### src/rtl/display_scan_controller_pkg.sv
// Shared types and constants for the display scan controller and its serialiser.
// Latency: n/a (declarations only).
// Backpressure: n/a.
package display_pkg;

    localparam int BITS_PER_DIGIT = 8;   // dp bit plus segments g..a
    localparam int SETTLE_CYCLES  = 2;   // mux register plus decode settle time
    localparam int MAX_DIGITS     = 6;   // widest frame the select bus may address

    typedef enum logic [2:0] {
        IDLE,
        SELECT,
        SETTLE,
        SHIFT,
        LATCH,
        DONE
    } scan_state_e;

endpackage

### src/rtl/display_scan_controller_serial_shift_out.sv
// Shifts one 8-bit digit word MSB first onto the serial data/clock pair.
// Latency: 16*CLK_DIV cycles from load to the cycle done_o is high (done_o marks the last one).
// Backpressure: none; a load restarts the word, done_o is a one-cycle pulse.
module serial_shift_out
    import display_pkg::*;
#(
    parameter int CLK_DIV = 2
) (
    input  logic                      clk_i,
    input  logic                      rst_i,
    input  logic                      load_i,
    input  logic [BITS_PER_DIGIT-1:0] word_i,
    output logic                      ser_data_o,
    output logic                      ser_clk_o,
    output logic                      done_o
);

    localparam int DIV_W = (CLK_DIV > 1) ? $clog2(CLK_DIV) : 1;
    localparam int BIT_W = $clog2(BITS_PER_DIGIT);

    logic                      active_q, active_d;
    logic                      phase_q, phase_d;     // 0 = serial clock low half, 1 = high half
    logic [DIV_W-1:0]          div_q, div_d;
    logic [BIT_W-1:0]          bit_q, bit_d;
    logic [BITS_PER_DIGIT-1:0] sr_q, sr_d;
    logic                      half_end;

    assign half_end   = (div_q == DIV_W'(CLK_DIV - 1));
    assign done_o     = active_q & phase_q & half_end & (bit_q == BIT_W'(BITS_PER_DIGIT - 1));
    // Data only moves on the edge that drops the clock, so it is stable across the rising edge.
    assign ser_data_o = active_q & sr_q[BITS_PER_DIGIT-1];
    assign ser_clk_o  = active_q & phase_q;

    // Next-state: half-period divider, clock phase, bit count and shift register.
    always_comb begin
        active_d = active_q;
        phase_d  = phase_q;
        div_d    = div_q;
        bit_d    = bit_q;
        sr_d     = sr_q;
        if (load_i) begin
            active_d = 1'b1;
            phase_d  = 1'b0;
            div_d    = '0;
            bit_d    = '0;
            sr_d     = word_i;
        end else if (active_q) begin
            if (half_end) begin
                div_d = '0;
                if (phase_q) begin
                    phase_d = 1'b0;
                    sr_d    = {sr_q[BITS_PER_DIGIT-2:0], 1'b0};
                    bit_d   = bit_q + 1'b1;
                    if (done_o) begin
                        active_d = 1'b0;
                    end
                end else begin
                    phase_d = 1'b1;
                end
            end else begin
                div_d = div_q + 1'b1;
            end
        end
    end

    // State registers with synchronous reset.
    always_ff @(posedge clk_i) begin
        if (rst_i) begin
            active_q <= 1'b0;
            phase_q  <= 1'b0;
            div_q    <= '0;
            bit_q    <= '0;
            sr_q     <= '0;
        end else begin
            active_q <= active_d;
            phase_q  <= phase_d;
            div_q    <= div_d;
            bit_q    <= bit_d;
            sr_q     <= sr_d;
        end
    end

endmodule

### src/rtl/display_scan_controller.sv
// Steps the digit mux, captures each digit's dp+segments and serialises a frame to the display chain.
// Latency: refresh to o_frame_done = 1 + NUM_DIGITS*(3 + 16*CLK_DIV) + CLK_DIV cycles.
// Backpressure: refresh strobes while busy (including the DONE cycle) are dropped, not queued.
module display_scan_controller
    import display_pkg::*;
#(
    parameter int NUM_DIGITS = 6,
    parameter int CLK_DIV    = 2
) (
    input  logic                  i_clk,
    input  logic                  i_reset,
    input  logic                  i_refresh,
    input  logic                  i_en,
    input  logic [NUM_DIGITS-1:0] i_dp_mask,
    input  logic [6:0]            i_segments,
    output logic [2:0]            o_segment_select,
    output logic                  o_mux_en,
    output logic                  o_ser_data,
    output logic                  o_ser_clk,
    output logic                  o_ser_latch,
    output logic                  o_busy,
    output logic                  o_frame_done
);

    localparam int         CNT_MAX    = (CLK_DIV > SETTLE_CYCLES) ? CLK_DIV : SETTLE_CYCLES;
    localparam int         CNT_W      = $clog2(CNT_MAX + 1);
    localparam logic [2:0] LAST_DIGIT = 3'(NUM_DIGITS - 1);

    scan_state_e               state_q, state_d;
    logic [2:0]                digit_q, digit_d;
    logic [CNT_W-1:0]          cnt_q, cnt_d;      // shared by SETTLE and LATCH dwell timing
    logic                      en_q, en_d;
    logic                      shift_load;
    logic                      shift_done;
    logic [MAX_DIGITS-1:0]     dp_mask_ext;
    logic [BITS_PER_DIGIT-1:0] shift_word;

    // Widen the mask so the 3-bit digit index is always in range, whatever NUM_DIGITS is.
    assign dp_mask_ext = MAX_DIGITS'(i_dp_mask);
    assign shift_word  = {dp_mask_ext[digit_q] & en_q, i_segments};

    assign o_segment_select = digit_q;
    assign o_busy           = (state_q != IDLE);
    assign o_mux_en         = en_q & o_busy;
    assign o_ser_latch      = (state_q == LATCH);
    assign o_frame_done     = (state_q == DONE);

    serial_shift_out #(
        .CLK_DIV (CLK_DIV)
    ) u_shift (
        .clk_i      (i_clk),
        .rst_i      (i_reset),
        .load_i     (shift_load),
        .word_i     (shift_word),
        .ser_data_o (o_ser_data),
        .ser_clk_o  (o_ser_clk),
        .done_o     (shift_done)
    );

    // Frame sequencer: next state, digit/dwell counters, enable capture and shifter load.
    always_comb begin
        state_d    = state_q;
        digit_d    = digit_q;
        cnt_d      = cnt_q;
        en_d       = en_q;
        shift_load = 1'b0;
        case (state_q)
            IDLE: begin
                digit_d = '0;
                cnt_d   = '0;
                if (i_refresh) begin
                    en_d    = i_en;
                    state_d = SELECT;
                end
            end
            SELECT: begin
                cnt_d   = '0;
                state_d = SETTLE;
            end
            SETTLE: begin
                if (cnt_q == CNT_W'(SETTLE_CYCLES - 1)) begin
                    shift_load = 1'b1;
                    cnt_d      = '0;
                    state_d    = SHIFT;
                end else begin
                    cnt_d = cnt_q + 1'b1;
                end
            end
            SHIFT: begin
                if (shift_done) begin
                    if (digit_q == LAST_DIGIT) begin
                        cnt_d   = '0;
                        state_d = LATCH;
                    end else begin
                        digit_d = digit_q + 1'b1;
                        state_d = SELECT;
                    end
                end
            end
            LATCH: begin
                if (cnt_q == CNT_W'(CLK_DIV - 1)) begin
                    cnt_d   = '0;
                    state_d = DONE;
                end else begin
                    cnt_d = cnt_q + 1'b1;
                end
            end
            DONE: begin
                digit_d = '0;
                state_d = IDLE;
            end
            default: begin
                state_d = IDLE;
            end
        endcase
    end

    // Sequencer registers; reset aborts any frame in flight without latching.
    always_ff @(posedge i_clk) begin
        if (i_reset) begin
            state_q <= IDLE;
            digit_q <= '0;
            cnt_q   <= '0;
            en_q    <= 1'b0;
        end else begin
            state_q <= state_d;
            digit_q <= digit_d;
            cnt_q   <= cnt_d;
            en_q    <= en_d;
        end
    end

endmodule

### config.mk
export PLATFORM = sky130hd
export DESIGN_NAME = display_scan_controller
export DESIGN_NICKNAME = d
export VERILOG_FILES = /design/src/rtl/display_scan_controller_pkg.sv /design/src/rtl/display_scan_controller_serial_shift_out.sv /design/src/rtl/display_scan_controller.sv
export SDC_FILE = /design/constraint.sdc
export NUM_CORES = 1
export LEC_CHECK = 0
export BUFFER_PORTS_ARGS = -buffer_cell sky130_fd_sc_hd__clkbuf_2
export CAP_MARGIN = 20
export CORE_MARGIN = 4
export CORE_UTILIZATION = 42
export DETAILED_ROUTE_END_ITERATION = 10
export HOLD_SLACK_MARGIN = 0.08
export MAX_ROUTING_LAYER = met4
export PLACE_DENSITY_LB_ADDON = 0.1
export SYNTH_ARGS = -nofsm -noshare
export SYNTH_HDL_FRONTEND = slang
export SYNTH_SLANG_ARGS = --single-unit
### constraint.sdc
create_clock -name i_clk -period 1.8 [get_ports i_clk]
set_input_delay 0.18 -clock i_clk [delete_from_list [all_inputs] [get_ports i_clk]]
set_output_delay 0.18 -clock i_clk [all_outputs]
set_load 0.005 [all_outputs]
==> impl_metrics.ini, run 1 <==
[critical_path]
arrival_ps = 2000
r2r-end = o_segment_select[1]
cp-end-kind = flop
ff2ff_setup_slack_ps = 80
slowest_delay_ps = 470
crit_chain = ha_4 -> ha_4 -> nand4_1 -> o311a_4 -> or4_1 -> nand2_1
r2r_start = u_shift.bit_q[0]
required_ps = 2080
ff2ff_path_depth = 6
crit_path_frequent_cell = ha_4
cp_slowest_cell = or4_1
cp_max_fo = 6
start_kind = flop
crit_type = flop to flop

[global_route]
grt_pass1_vias = 966
grt_pass1_wl_um = 4260
antenna_found_initial = 0
overflow = 0
grt_usage_pct = 15.3
grt_max_degree = 19

[floorplan]
die_area_um2 = 3810
row_count = 19
initial_core_util_pct = 43.9
dieWidth_um = 61.7
pin_count = 26
die_h_um = 61.7
core_um2 = 2760

[cts]
cts_tree = done
cts_buffer_depth = 2
cts_setup_buffers = 0
clock_latency_ps = 330
cts_root_buf = clkbuf_4
cts_buffers = 3
cts.clk_slew.worst_paths_ps = 150
cts_sinks = 23
htree_num_levels = 1

[yosys]
yosys_warnings = 0
synth-seq-cells = 23
synth_edf_count = 0
syn_inst = 134
async_reset_ff_share_pct = 0
synth_top_area_share_pct = 38.0
synthFlopType = dfxtp_1
netlist_top_cells_area = dfxtp_1, mux2i_1, nor2_1
synth.distinct_cells = 39
syn_area_um2 = 1210
ys_seq_area_share_pct = 38.0
yosys.area.top_type = dfxtp_1
synth_nets = 155
avgSynthCellArea_um2 = 9.04

[drt]
wl_met1_um = 1280
drt-initial-drc-count = 27
wl_met3_um = 125
ant_nets = 0
viasPerCell = 5.25
wl_um = 2540
routed.top_layer = met4
drcViolationCount = 0
wl_per_cell_um = 12.8
dr.pass1.iters = 4
vias = 1039
met2_length_um = 1120

[finish]
fin_area_um2 = 1500
syn_to_final_growth_pct = 23.6
seqCellArea_um2 = 464
fillCellCount = 257
n_antenna_cell = 0
drive_gt1_share_pct = 31.1
nets = 189
final_util_pct = 54.3
multi_input_area_um2 = 724

[timing]
whs_ps = 101
fin_setup_tns_ps = 0
period_needed_ps = 1720
maxSlewViolCount = 0
tightestPinTransition_ps = 324
hold_viol_final = 0
max_freq_mhz = 582
max-slew-margin-rel_pct = 78.4
setup_viol = 0
fin_crit_sh_pct = 95.4
finClkSkew_ps = 16.6

[hold_path]
hold_end = u_shift.sr_q[2]
hold_class = primary input to flop
min_path_cells = 3
hp-start = i_segments[2]

[placement]
dp_hpwl_um = 1920
place_congestion = 0.832
io_buffers = 25
placedInstanceArea_um2 = 1400

[power_and_ir_drop]
irDropWorstVdd_v = 0.000520
power_uw = 927
p_leak_uw = 0.000669
p_per_area_nw_per_um2 = 620

[job]
cap_viol_max_count = 0

[status]
outcome = finished, final reports clean
-- layout by cell type (no fill, tap or decap), types with 2 or more instances in the layout --
cell           count
a211oi_1           6
nand3_1            3
nor3_1             2
nand2b_1           3
o21ai_0            6
ha_4               2
nor2_1            18
buf_4             11
a21oi_1            9
ha_1               2
a31oi_1            2
nand2_1            5
dfxtp_1           20
mux2i_1           12
clkbuf_2          25
dfxtp_2            3
dlygate4sd3_1      2
xor2_1             2
or3_1              3
inv_1              3
and2_1             4
clkbuf_4           3
-- cell families after synthesis --
| logic type | count (synthesis) | share of synthesized area [%] |
|---|---|---|
| compound gates | 29 | 15.5 |
| xor+xnor | 3 | 2.17 |
| fa+ha+maj | 4 | 4.13 |
| buf+inv | 12 | 5.37 |
| flops | 23 | 38.0 |
| mux | 13 | 11.8 |
| simple gates | 50 | 23.0 |
-- flip-flops by register name, summed over array words and instances, names as in the netlist --
signal            flops
u_shift.bit_q         3
u_shift.active_q      1
en_q                  1
u_shift.div_q         1
cnt_q                 2
state_q               3
o_segment_select      3
u_shift.sr_q          8
u_shift.phase_q       1
-- Yosys cell counts, types with 3 or more instances --
cell / count
and2_1: 5
inv_1: 3
o21ai_0: 6
nand2b_1: 3
ha_1: 4
or3_1: 3
buf_2: 4
dfxtp_1: 23
a21oi_1: 9
mux2i_1: 12
nand3_1: 3
nand2_1: 5
nor2_1: 18
a211oi_1: 6
-- metal layers --
layer / global-route usage, % / vias up
li1: - / 547
met1: 20.8 / 468
met2: 22.6 / 22
met3: 4.96 / 2
met4: 2.73 / 0
met5: - / -
-- repair_timing --
action,CTS,global route
hold endpoints to repair,2,0
gates resized for setup,0,9
endpoints found under the setup margin,1,3
hold buffers,2,0
pin swaps,1,0
-- power breakdown --
| group | leakage, µW | internal (µW) | switching [µW] |
|---|---|---|---|
| Combinational | 0.000467 | 70.3 | 63.5 |
| Sequential | 0.000188 | 521 | 13.3 |
| Clock | 0.0000139 | 84.9 | 174 |
| Total | 0.000669 | 677 | 251 |
-- per-stage QoR --
step / worst slack [ps] / cells
6_report: 82.8 / 198
5_1_grt: -2.63 / 198
4_1_cts: 24.3 / 198
3_5_place_dp: 14.0 / 192
3_3_place_gp: 50.1 / 192
2_1_floorplan: 41.4 / 134
-- critical path: cells and delay by family, from the launching register on --
family,cells,cell delay (ps)
fa+ha+maj,2,250
compound gates,1,360
simple gates,3,670
flops,1,390
-- cell type report --
type / count / area share, %
multi-input combinational: 99 / 48.4
inverter: 3 / 0.753
timing repair buffer: 38 / 15.2
sequential: 23 / 31.0
tap: 31 / 2.59
clock buffer: 3 / 1.51
clock inverter: 1 / 0.502
-- worst max path at each step --
stage / startpoint / to
after floorplan: o_segment_select[1] / o_segment_select[1]
after global placement: u_shift.bit_q[0] / o_segment_select[1]
after detailed placement: u_shift.bit_q[0] / o_segment_select[1]
after CTS: u_shift.bit_q[0] / o_segment_select[1]
after global routing: u_shift.bit_q[0] / o_segment_select[0]
final: u_shift.bit_q[0] / o_segment_select[1]
Note: power is estimated with default switching activity, not from simulation.
==> run 2, diff against run 1 <==
--- a/config.mk
+++ b/config.mk
@@ -5,6 +5,7 @@
 export SDC_FILE = /design/constraint.sdc
 export NUM_CORES = 1
 export LEC_CHECK = 0
+export ABC_AREA = 1
 export BUFFER_PORTS_ARGS = -buffer_cell sky130_fd_sc_hd__clkbuf_2
 export CAP_MARGIN = 20
 export CORE_MARGIN = 4
==> run 2 against run 1 <==
  * Register-to-register slack better by 350 ps
  * Critical endpoint is now o_mux_en
  * First-iteration DRC count up 37%
  * Sequential share of layout area up 2.0 points
==> impl_metrics.ini, run 2 <==
[cts]
cts_setup_buffers = 0
htree_num_levels = 1
cts.clk_slew.worst_paths_ps = 120
cts_buffers = 3
cts_sinks = 23
cts_buffer_depth = 2
clock_latency_ps = 310
ctsResizeCount = 0
cts_tree = done
cts_root_buf = clkbuf_4
ctsHoldBuffers = 0

[timing]
whs_ps = 123
tightestPinTransition_ps = 345
fin_crit_sh_pct = 77.9
maxSlewViolCount = 0
max_freq_mhz = 713
setup_viol = 0
period_needed_ps = 1400
finClkSkew_ps = 7.86
max-slew-margin-rel_pct = 77.0
fin_setup_tns_ps = 0
hold_viol_final = 0
rsz0062_at_grt = no

[critical_path]
cp_max_fo = 7
start_kind = flop
worstSetupStartpoint = state_q[1]
crit_type = flop to output pin
path_delay_family = flip-flops
crit_chain = nor2_2 -> nand2_2 -> inv_2 -> nor2_1 -> clkbuf_2
cp_num_buf_inv = 2
r2r_start = o_segment_select[1]
cp-end-kind = output pin
r2r-end = o_segment_select[1]
arrival_ps = 1220
cp_slowest_cell = dfxtp_1
cp-endpoint = o_mux_en
cp_num_cells = 5
required_ps = 1620
slowest_delay_ps = 510
ff2ff_setup_slack_ps = 430
ff2ff_path_depth = 9

[yosys]
synth_top_area_share_pct = 37.4
synth.distinct_cells = 23
synth_edf_count = 0
yosys_warnings = 0
ys_seq_area_share_pct = 37.4
synth.most_common_cell = nand2_1
avgSynthCellArea_um2 = 6.87
synth_nets = 200
syn_inst = 179
syn_area_um2 = 1230
netlist_top_cells_area = dfxtp_1, nand2_1, inv_1
synthFlopType = dfxtp_1
async_reset_ff_share_pct = 0
synthTopCellsByCount = nand2_1, dfxtp_1, inv_1
synth-seq-cells = 23
yosys.area.top_type = dfxtp_1

[finish]
nets = 226
syn_to_final_growth_pct = 13.4
largest_register = u_shift.sr_q
drive_gt1_share_pct = 23.5
multi_input_area_um2 = 653
largest_reg_flops = 8
seqCellArea_um2 = 460
final_common_cell = nand2_1
layout_common_cells = nand2_1, clkbuf_2, dfxtp_1, inv_1, o21ai_0
n_antenna_cell = 0
fillCellCount = 299

[drt]
dr.pass1.iters = 4
drt-initial-drc-count = 37
drcViolationCount = 0
wl_um = 2600
vias = 1176
wl_per_cell_um = 11.1
viasPerCell = 5.00
ant_nets = 0

[global_route]
grt_pass1_vias = 1168
grt_pass1_wl_um = 4710
grt_max_degree = 20
overflow = 0
antenna_found_initial = 0
grt_usage_pct = 14.6

[hold_path]
hold_class = primary input to flop

[power_and_ir_drop]
irDropWorstVdd_v = 0.000789
p_per_area_nw_per_um2 = 1080
p_leak_uw = 0.000663
power_uw = 1510

[floorplan]
row_count = 19
initial_core_util_pct = 44.2
dieWidth_um = 62.1
core_um2 = 2780
pin_count = 26
die_h_um = 62.1
die_area_um2 = 3860

[job]
cap_viol_max_count = 0

[placement]
dp_hpwl_um = 1990
place_congestion = 0.887
io_buffers = 25

[status]
outcome = finished, final reports clean
-- run 2: cell count changes after synthesis, moves of 5 or more --
cell      previous run  this run
a211oi_1             6         0
and2_1               5         0
inv_1                3        20
mux2i_1             12         0
nand2_1              5        48
nand2_2              0         7
nand3_1              3         8
nor2_1              18        13
o21ai_0              6        14
-- run 2: power by group --
group | leakage [µW] | switching (µW) | internal (µW)
Sequential | 0.000186 | 95.2 | 580
Clock | 0.0000177 | 158 | 82.9
Combinational | 0.000459 | 373 | 223
Total | 0.000663 | 626 | 886
-- run 2: tightest hold or removal path: cells and delay by family --
kind / cells / cell delay, ps
AOI/OAI and AO/OA: 1 / 60
buffers and inverters: 1 / 80
and+or+nand+nor: 1 / 80
-- run 2: layer usage --
layer	global-route usage [%]	vias up	wire, µm
li1	-	621	-
met1	16.8	529	1200
met2	24.6	24	1270
met3	3.24	2	114
met4	5.42	0	19
met5	-	-	0
-- run 2: final cells by class --
class,count,area share (%)
multi-input combinational,129,46.8
sequential,23,33.0
timing repair buffer,26,9.51
inverter,22,5.92
tap,31,2.78
clock buffer,3,1.61
clock inverter,1,0.359
-- run 2: per-stage QoR --
stage          instances  instance area, µm²  util [%]  setup WS, ps
2_1_floorplan        179                1230         -           628
3_3_place_gp         231                1370      49.2           481
3_5_place_dp         231                1370      49.2           418
4_1_cts              235                1400      50.2           374
5_1_grt              235                1400      50.2           237
6_report             235                1400      50.2           397
-- run 2: kinds of logic after synthesis --
kind of cell,Yosys count,share of synthesized area [%]
xor gates and xnor gates,2,1.42
buffers and inverters,27,9.46
adders and majority gates,4,4.07
DFF,23,37.4
AOI/OAI and AO/OA,34,15.0
and+or+nand+nor,89,32.7
-- run 2: worst min path at each step --
stage / start / end / slack (ps) / cells past startpoint
after floorplan: i_reset / o_segment_select[2] / 240 / 1
after global placement: cnt_q[1] / cnt_q[1] / 420 / 2
after detailed placement: cnt_q[1] / cnt_q[1] / 430 / 2
after CTS: i_refresh / en_q / 110 / 3
after global routing: i_refresh / en_q / 120 / 3
final: i_segments[0] / u_shift.sr_q[0] / 120 / 3
